--- config.mk ---
export PLATFORM = sky130hd
export DESIGN_NAME = term_char_arbiter
export DESIGN_NICKNAME = d
export VERILOG_FILES = /design/src/rtl/term_pkg.sv /design/src/rtl/term_char_fifo.sv /design/src/rtl/term_char_arbiter.sv
export SDC_FILE = /design/constraint.sdc
export NUM_CORES = 1
export LEC_CHECK = 0
export CAP_MARGIN = 10
export CORE_MARGIN = 5
export CORE_UTILIZATION = 40
export CTS_CLUSTER_SIZE = 25
export DETAILED_ROUTE_END_ITERATION = 7
export PLACE_DENSITY = 0.64
export SETUP_SLACK_MARGIN = 0.5
export SLEW_MARGIN = 20
export SYNTH_ARGS = -nofsm -noshare
export SYNTH_HDL_FRONTEND = slang
export SYNTH_SLANG_ARGS = --single-unit
--- constraint.sdc ---
create_clock -name clk -period 3.2 [get_ports clk]
set_input_delay 0.64 -clock clk [delete_from_list [all_inputs] [get_ports clk]]
set_output_delay 0.64 -clock clk [all_outputs]
set_load 0.05 [all_outputs]
--- src/rtl/term_pkg.sv ---
// Shared constants for the terminal character arbiter: special characters and
// the arbiter state encoding (chosen so the state doubles as the owner code).
package term_pkg;

  localparam logic [6:0] CHAR_NEWLINE   = 7'h0A;
  localparam logic [6:0] CHAR_BACKSPACE = 7'h08;

  localparam logic [1:0] ST_IDLE  = 2'b00;
  localparam logic [1:0] ST_LOCK0 = 2'b01;
  localparam logic [1:0] ST_LOCK1 = 2'b10;

  function automatic logic [1:0] lock_state(input logic req_id);
    return req_id ? ST_LOCK1 : ST_LOCK0;
  endfunction

endpackage

--- src/rtl/term_char_fifo.sv ---
// Character FIFO: synchronous write, combinational head read, extra pointer bit
// distinguishes full from empty.
module term_char_fifo #(
  parameter int DEPTH = 16,
  parameter int BITS  = 4,
  parameter int WIDTH = 7
) (
  input  logic             clk,
  input  logic             reset,
  input  logic             i_push,
  input  logic [WIDTH-1:0] i_wdata,
  input  logic             i_pop,
  output logic [WIDTH-1:0] o_rdata,
  output logic             o_full,
  output logic             o_empty,
  output logic [BITS:0]    o_count
);

  logic [BITS:0]    r_wr_ptr;
  logic [BITS:0]    r_rd_ptr;
  logic [WIDTH-1:0] r_mem [DEPTH];
  logic             w_do_push;
  logic             w_do_pop;

  assign o_count   = r_wr_ptr - r_rd_ptr;
  assign o_full    = (o_count == (BITS+1)'(DEPTH));
  assign o_empty   = (o_count == '0);
  assign w_do_push = i_push && !o_full;
  assign w_do_pop  = i_pop && !o_empty;
  assign o_rdata   = r_mem[r_rd_ptr[BITS-1:0]];

  // NOTE: storage is deliberately not reset; the pointers alone define validity.
  always_ff @(posedge clk) begin
    if (w_do_push) r_mem[r_wr_ptr[BITS-1:0]] <= i_wdata;
  end

  // NOTE: sequential state uses non-blocking assignments so every register
  // samples pre-edge values regardless of block ordering.
  always_ff @(posedge clk or posedge reset) begin
    if (reset) begin
      r_wr_ptr <= '0;
      r_rd_ptr <= '0;
    end else begin
      if (w_do_push) r_wr_ptr <= r_wr_ptr + 1'b1;
      if (w_do_pop)  r_rd_ptr <= r_rd_ptr + 1'b1;
    end
  end

endmodule

--- src/rtl/term_char_arbiter.sv ---
// Two-requester terminal input arbiter: a line lock keeps one requester's line
// atomic, accepted characters queue in a FIFO and drain as paced add_char strobes.
module term_char_arbiter
  import term_pkg::*;
#(
  parameter int FIFO_DEPTH   = 16,
  parameter int FIFO_BITS    = 4,
  parameter int LOCK_TIMEOUT = 255,
  parameter int LOCK_BITS    = 8,
  parameter int GAP_CYCLES   = 0
) (
  input  logic                 clk,
  input  logic                 reset,
  input  logic                 req0_valid,
  input  logic [6:0]           req0_char,
  output logic                 req0_ready,
  input  logic                 req1_valid,
  input  logic [6:0]           req1_char,
  output logic                 req1_ready,
  output logic                 add_char,
  output logic [6:0]           char_value,
  output logic [1:0]           owner,
  output logic [FIFO_BITS:0]   fifo_count
);

  localparam int GAP_BITS = (GAP_CYCLES > 1) ? $clog2(GAP_CYCLES + 1) : 1;

  logic [1:0]           r_state;
  logic                 r_last_grant;
  logic [LOCK_BITS-1:0] r_lock_cnt;
  logic [GAP_BITS-1:0]  r_gap_cnt;
  logic                 r_add_char;
  logic [6:0]           r_char_value;

  logic                 w_grant0;
  logic                 w_grant1;
  logic                 w_fifo_full;
  logic                 w_fifo_empty;
  logic [6:0]           w_fifo_head;
  logic                 w_xfer0;
  logic                 w_xfer1;
  logic                 w_xfer;
  logic [6:0]           w_xfer_char;
  logic                 w_pop;

  // NOTE: every output of this block gets a default first, so no latch forms.
  always_comb begin
    w_grant0 = 1'b0;
    w_grant1 = 1'b0;
    case (r_state)
      ST_LOCK0: w_grant0 = 1'b1;
      ST_LOCK1: w_grant1 = 1'b1;
      default: begin
        if (req0_valid && req1_valid) begin
          w_grant0 = r_last_grant;
          w_grant1 = !r_last_grant;
        end else begin
          w_grant0 = req0_valid;
          w_grant1 = req1_valid;
        end
      end
    endcase
  end

  assign req0_ready  = w_grant0 && !w_fifo_full && !reset;
  assign req1_ready  = w_grant1 && !w_fifo_full && !reset;
  assign w_xfer0     = req0_valid && req0_ready;
  assign w_xfer1     = req1_valid && req1_ready;
  assign w_xfer      = w_xfer0 || w_xfer1;
  assign w_xfer_char = w_xfer1 ? req1_char : req0_char;
  assign w_pop       = !w_fifo_empty && (r_gap_cnt == '0);

  always_ff @(posedge clk or posedge reset) begin
    if (reset) begin
      r_state      <= ST_IDLE;
      r_last_grant <= 1'b1;
      r_lock_cnt   <= '0;
    end else if (w_xfer) begin
      r_last_grant <= w_xfer1;
      r_lock_cnt   <= '0;
      r_state      <= (w_xfer_char == CHAR_NEWLINE) ? ST_IDLE : lock_state(w_xfer1);
    end else if (r_state != ST_IDLE) begin
      // A stalled lock counts too, so a requester cannot hold the line forever.
      if (r_lock_cnt == LOCK_BITS'(LOCK_TIMEOUT - 1)) begin
        r_state    <= ST_IDLE;
        r_lock_cnt <= '0;
      end else begin
        r_lock_cnt <= r_lock_cnt + 1'b1;
      end
    end
  end

  always_ff @(posedge clk or posedge reset) begin
    if (reset) begin
      r_add_char   <= 1'b0;
      r_char_value <= '0;
      r_gap_cnt    <= '0;
    end else begin
      r_add_char <= w_pop;
      if (w_pop) begin
        r_char_value <= w_fifo_head;
        r_gap_cnt    <= GAP_BITS'(GAP_CYCLES);
      end else if (r_gap_cnt != '0) begin
        r_gap_cnt <= r_gap_cnt - 1'b1;
      end
    end
  end

  term_char_fifo #(
    .DEPTH (FIFO_DEPTH),
    .BITS  (FIFO_BITS),
    .WIDTH (7)
  ) u_fifo (
    .clk     (clk),
    .reset   (reset),
    .i_push  (w_xfer),
    .i_wdata (w_xfer_char),
    .i_pop   (w_pop),
    .o_rdata (w_fifo_head),
    .o_full  (w_fifo_full),
    .o_empty (w_fifo_empty),
    .o_count (fifo_count)
  );

  assign add_char   = r_add_char;
  assign char_value = r_char_value;
  assign owner      = r_state;

endmodule

==> out/metrics.yaml, run 1 <==
run_status:
  outcome: "finished with violations"
  violations: "negative setup slack"
place:
  io_buffer_count: 34
  placed_cell_area_um2: 6940
  hpwl_mm: 9.15
  dp_cells: 599
  gp_congestion: 0.810
  dpl_worst_slack_ps: 138
pwr:
  clkPwrFrac_pct: 19.8
  p_int_w: 0.00617
  vdd_drop_max_uv: 839
  seqPwrFrac_pct: 25.1
  p_per_area_nw_per_um2: 1180
  p_switching_w: 0.00392
  p_comb_share_pct: 55.1
  p_total_w: 0.0101
  swShare_pct: 38.8
  p_leak_nw: 3.16
synth:
  synth_seq_cells: 141
  ys_types: 49
  yosysTopAreaCell: "edfxtp_1"
  synth.avg_cell_area_um2: 16.4
  async_reset_ff_share_pct: 20.6
  syn_nets: 407
  synth_flop_cell: "edfxtp_1"
  syn-cell-area_um2: 6120
  synth_edf_count: 112
  synth.area.top_cells: "edfxtp_1 55%, dfrtp_1 11%, mux4_2 10%, ha_1 2.9%, mux2_2 2.8%"
  synth_top_area_share_pct: 54.9
  syn-instance-count: 374
  synth.yosys.seq_area_share_pct: 66.8
  synth_warnings: 0
sta:
  finalHoldViolations: 0
  fin_crit_ps: 3290
  finalWorstSetupSlack_ps: -86.2
  finalCritPeriodShare_pct: 103
  max_slew_margin_pct: 37.8
  tightest_slew_ps: 930
  hold-worst-slack_ps: 478
  skew_ps: 8.72
  rsz0062_at_grt: "yes"
  setup_viol: 11
  slew_viol_final: 0
  max_freq_mhz: 304
critical_path:
  critPathMaxStageDelay_ps: 600
  crit_fanout: 3
  cp-end-kind: "output port"
  worstSetupPathType: "reg -> out"
  critPathLaunchType: "flop"
  worstPathArrival_ps: 2650
  cp.required_ps: 2560
  cp_slowest_cell: "fa_2"
  cp_cell_sequence: "ha_4 > fa_2 > clkinvlp_4 > nor4_2 > mux2i_1 > buf_6 > o21ai_4 > nor2_4 > buf_12"
cts:
  clkTransAtPathRegs_ps: 60
  cts_buffers: 17
  htree_num_levels: 4
  cts_tree: "yes"
  clk_latency_ps: 420
  root_buffer: "clkbuf_16"
  cts.sinks: 141
  cts_buffer_depth: 2
route:
  routed_wl_mm: 16.9
  wl_per_cell_um: 24.7
  dr.pass1.iters: 5
  ant_nets: 0
  num_vias: 3938
  viasPerCell: 5.76
  drtIter0Drc: 427
  post-route-drc-count: 0
grt:
  grt_pass1_wl_mm: 24.4
  track_usage_pct: 18.7
  antenna_found_initial: 0
  grt-ovfl-total: 0
  grt_pass1_vias: 3937
  grt_max_degree: 32
layout:
  final_common_cell: "edfxtp_1"
  final_cell_mix: "112 x edfxtp_1, 28 x mux4_2, 27 x dfrtp_1, 27 x clkdlybuf4s50_1, 24 x buf_6"
  final_net_count: 516
  syn2layout_area_growth_pct: 39.2
  antenna_cells: 0
  fin_area_um2: 8520
  final_cell_count_no_fill: 684
  drive_gt1_share_pct: 41.7
die:
  dieWidth_um: 134
  dieArea_um2: 17900
  placeableCoreArea_um2: 15100
  fp-row-count: 45
  start_util_pct: 40.6
  ios: 35
  chipHeight_um: 134
flow_run:
  drv_cap: 0
worst_hold_path:
  hold_path.class: "reg -> reg"
critical path: cells and delay by family (launching register included):
family	cells	cell delay, ps
buf+inv	3	420
mux	1	140
compound gates	1	240
simple gates	2	220
fa+ha+maj	2	770
flops	1	420
registers in the layout, summed over array words and instances (netlist names):
name	count
add_char	1
char_value	7
owner	2
r_last_grant	1
r_lock_cnt	8
u_fifo.r_mem	112
u_fifo.r_rd_ptr	5
u_fifo.r_wr_ptr	5
final timing paths:
| path | startpoint | to | slack (ps) | depth (start not counted) |
|---|---|---|---|---|
| max in group asynchronous | reset | r_last_grant | 1890 | 3 |
| max reg2reg | u_fifo.r_rd_ptr[0] | u_fifo.r_mem[1][2] | 0 | 13 |
| max | u_fifo.r_rd_ptr[0] | req0_ready | -90 | 9 |
| min | r_last_grant | r_last_grant | 480 | 2 |
| min in group asynchronous | reset | u_fifo.r_wr_ptr[2] | 970 | 3 |
| min reg2reg | r_last_grant | r_last_grant | 480 | 2 |
what timing repair did:
action                     CTS  global route
gates cloned                 8             1
setup buffers               24            20
hold buffers                 0             0
pin swaps                    6            15
setup endpoints to repair  236           250
gates resized for setup     52            57
power groups by stage:
stage	clock [W]	sequential, W	combinational (W)
floorplan	0	0.00273	0.00255
global placement	0	0.00254	0.00393
detailed placement	0	0.00255	0.00398
CTS	0.00202	0.00252	0.00467
global route	0.00210	0.00255	0.00585
finish	0.00200	0.00253	0.00556
metrics by stage:
step / setup TNS (ps) / utilization (%)
2_1_floorplan: 0 / -
3_3_place_gp: 0 / 46.0
3_5_place_dp: 0 / 46.0
4_1_cts: -70.3 / 53.7
5_1_grt: -3680 / 56.5
6_report: -156 / 56.5
area by class of cell:
class / count / area (um2)
Clock inverter: 13 / 150
Fill cell: 1120 / 6570
Clock buffer: 19 / 453
Timing Repair Buffer: 93 / 1120
Sequential cell: 141 / 4090
Multi-Input combinational cell: 214 / 2400
Inverter: 16 / 76.3
Tap cell: 188 / 235
cells in the mapped netlist, drive strengths merged, types with 2 or more instances:
| cell | number |
|---|---|
| edfxtp | 112 |
| dfrtp | 28 |
| mux4 | 28 |
| nor2 | 27 |
| a22oi | 17 |
| inv | 16 |
| mux2 | 16 |
| nand2 | 16 |
| ha | 14 |
| and3 | 13 |
| o21ai | 12 |
| a21oi | 11 |
| buf | 9 |
| xnor2 | 9 |
| nand2b | 4 |
| nor2b | 4 |
| o211ai | 4 |
| nor3 | 3 |
| xor2 | 3 |
| and2 | 2 |
| and4 | 2 |
| nand3 | 2 |
| nor3b | 2 |
| o21a | 2 |
| o22ai | 2 |
| or4b | 2 |
kinds of logic after synthesis:
logic type	after synthesis	share of synthesized area, %
compound gates	51	5.54
xor+xnor	12	1.84
fa+ha+maj	15	3.19
buf+inv	26	1.80
flops	141	66.8
mux	45	13.4
simple gates	84	7.44
metal layers:
layer  part of all wire (%)  up-vias  routed length (um)  GRT usage (%)
li1                       -     1705                   -              -
met1                     41     2030                6980           25.2
met2                     50      177                8400           29.0
met3                    7.2       26                1230           5.82
met4                    1.9        0                 317           5.77
met5                      0        -                   0              0
Note: power is estimated with default switching activity, not from simulation.
==> inputs of run 2 (changes only) <==
--- a/config.mk
+++ b/config.mk
@@ -7,10 +7,10 @@
 export LEC_CHECK = 0
 export CAP_MARGIN = 10
 export CORE_MARGIN = 5
-export CORE_UTILIZATION = 40
+export CORE_UTILIZATION = 59
 export CTS_CLUSTER_SIZE = 25
 export DETAILED_ROUTE_END_ITERATION = 7
-export PLACE_DENSITY = 0.64
+export PLACE_DENSITY = 0.86
 export SETUP_SLACK_MARGIN = 0.5
 export SLEW_MARGIN = 20
 export SYNTH_ARGS = -nofsm -noshare
==> out/metrics.yaml, run 2 (synthesis gave the netlist of run 1 again) <==
route:
  routed_wl_mm: 18.5  # +9.4%
  viasPerCell: 6.80  # +18%
  drtIter0Drc: 507  # +19%
  num_vias: 4229  # +7.4%
  ant_nets: 0  # unchanged
  dr.pass1.iters: 6  # +1
  wl_per_cell_um: 29.8  # +20%
  post-route-drc-count: 0  # unchanged
layout:
  final_net_count: 506  # -1.9%
  final_common_cell: "edfxtp_1"
  syn2layout_area_growth_pct: 32.7
  drive_gt1_share_pct: 36.2  # -5.5 points
  final_cell_mix: "112 x edfxtp_1, 28 x mux4_2, 27 x dfrtp_1, 27 x clkdlybuf4s50_1, 26 x buf_4"
  antenna_cells: 0  # unchanged
  nFillCells: 477  # -57%
  largest_register_ffs: 112  # unchanged
sta:
  skew_ps: 21.9  # +13.1 ps
  finalHoldViolations: 0  # unchanged
  max_freq_mhz: 288  # -5.2%
  finalCritPeriodShare_pct: 108  # +5.7 points
  setup_viol: 106  # +95
  fin_crit_ps: 3470  # +181 ps
  max_slew_margin_pct: 42.9  # +5.2 points
  tightest_slew_ps: 853  # -77.2 ps
  setup_tns_ps: -6800  # -6650 ps
  finalWorstSetupSlack_ps: -267  # -181 ps
  slew_viol_final: 0  # unchanged
  rsz0062_at_grt: "yes"
cts:
  cts_buffer_depth: 2  # unchanged
  cts.sinks: 141  # unchanged
  clkTransAtPathRegs_ps: 80  # +20 ps
  root_buffer: "clkbuf_8"
  clk_latency_ps: 540  # +120 ps
  cts_buffers: 17  # unchanged
  cts_tree: "yes"
  htree_num_levels: 4  # unchanged
critical_path:
  worstPathArrival_ps: 2830  # +180 ps
  cp-end-kind: "output port"
  cp_cell_sequence: "inv_2 > ha_4 > fa_2 > clkinvlp_4 > nor4_2 > mux2i_1 > buf_6 > o21ai_4 > nor2_4 > buf_12"
  worstSetupPathType: "reg -> out"
  cp.required_ps: 2560  # about the same
  cp_slowest_cell: "fa_2"
  critPathLaunchType: "flop"
  critPathMaxStageDelay_ps: 580  # -20 ps
  crit_fanout: 3  # unchanged
  r2r.worst_path.cells: 13  # unchanged
place:
  gp_congestion: 0.864  # +6.7%
  hpwl_mm: 8.97  # -1.9%
  dpl_worst_slack_ps: 124  # -13.3 ps
  io_buffer_count: 34  # unchanged
die:
  placeableCoreArea_um2: 10200  # -32%
  dieWidth_um: 112  # -16%
  ios: 35  # unchanged
  chipHeight_um: 112  # -16%
  dieArea_um2: 12500  # -30%
  start_util_pct: 59.9  # +19 points
  fp-row-count: 37  # -18%
grt:
  grt_pass1_wl_mm: 25.8  # +5.6%
  grt_max_degree: 32  # unchanged
  grt-ovfl-total: 0  # unchanged
  track_usage_pct: 28.6  # +10 points
  antenna_found_initial: 0  # unchanged
  grt_pass1_vias: 4036  # +2.5%
run_status:
  violations: "negative setup slack"
  outcome: "finished with violations"
pwr:
  seqPwrFrac_pct: 25.3  # +0.2 points
  p_switching_w: 0.00405  # +3.4%
  p_leak_nw: 3.02  # -4.4%
  clkPwrFrac_pct: 19.6  # -0.2 points
  p_comb_share_pct: 55.1  # about the same
  p_per_area_nw_per_um2: 1250  # +5.4%
  p_int_w: 0.00608  # -1.5%
  vdd_drop_max_uv: 955  # +14%
  swShare_pct: 40.0  # +1.2 points
flow_run:
  drv_cap: 0  # unchanged
worst_hold_path:
  hold_path_depth: 1  # -1
  hold_path.class: "reg -> reg"
[run 2: changes by cell type in the layout (fill, tap and decap cells not counted), moves of 3 or more]
cell | before | now
a21oi_1 | 7 | 10
a21oi_2 | 3 | 0
buf_12 | 16 | 8
buf_4 | 21 | 26
buf_6 | 24 | 15
nor2_1 | 18 | 24
nor2_4 | 7 | 3
xnor2_1 | 4 | 8
xnor2_2 | 4 | 0
[run 2: routing by layer]
metal	track usage, %	up-vias	part of all wire (%)	routed length (um)
met3	9.62	81	12	2270
met4	11.8	0	4.9	899
met1	36.5	2099	35	6400
met2	45.4	366	48	8940
met5	0	-	0	0
li1	-	1683	-	-
[run 2: path summary, 6_finish.rpt]
kind | endpoint | startpoint | slack (ps)
worst max-delay path | req1_ready | u_fifo.r_wr_ptr[0] | -270
worst min-delay path | u_fifo.r_wr_ptr[4] | u_fifo.r_wr_ptr[4] | 510
worst max register to register | u_fifo.r_mem[12][3] | u_fifo.r_wr_ptr[0] | -100
worst min register to register | u_fifo.r_wr_ptr[4] | u_fifo.r_wr_ptr[4] | 510
max in group asynchronous | r_last_grant | reset | 2060
min in group asynchronous | u_fifo.r_wr_ptr[3] | reset | 770
[run 2: power by group through the flow]
stage | combinational [W] | clock (W) | sequential (W)
final | 0.00559 | 0.00198 | 0.00257
after global routing | 0.00582 | 0.00208 | 0.00258
after CTS | 0.00487 | 0.00196 | 0.00254
after detailed placement | 0.00395 | 0 | 0.00258
after global placement | 0.00385 | 0 | 0.00256
after floorplan | 0.00255 | 0 | 0.00273
[run 2: what timing repair did]
item | CTS | global route
setup endpoints to repair | 241 | 247
gates cloned | 7 | 3
pin swaps | 10 | 7
resized for setup | 49 | 17
endpoints found under the hold margin | 0 | 0
setup buffers | 20 | 16
hold buffers | 0 | 0
[run 2: through the flow]
step           hold WS [ps]  total power [W]  cell area, um2  util, %  std cells
6_report                507           0.0101            8120     79.4        622
5_1_grt                 522           0.0105            8120     79.4        622
4_1_cts                 502          0.00937            7880     77.0        603
3_5_place_dp            490          0.00653            6850     67.0        544
3_3_place_gp            479          0.00641            6850     67.0        544
2_1_floorplan           464          0.00528            6270        -        374
[run 2: area by class of cell]
| type | count | area, um2 | area share (%) |
|---|---|---|---|
| timing repair buffer | 82 | 902 | 11.1 |
| multi-input combinational | 215 | 2300 | 28.4 |
| inverter | 16 | 71.3 | 0.878 |
| clock buffer | 19 | 432 | 5.31 |
| tap | 136 | 170 | 2.09 |
| sequential | 141 | 4090 | 50.4 |
| clock inverter | 13 | 153 | 1.88 |
[run 2: worst max-delay path, delay by kind of cell, from the launching register on]
| family | cells | cell delay, ps |
|---|---|---|
| compound gates | 1 | 240 |
| fa+ha+maj | 2 | 750 |
| buf+inv | 4 | 470 |
| flops | 1 | 390 |
| mux | 1 | 130 |
| simple gates | 2 | 300 |
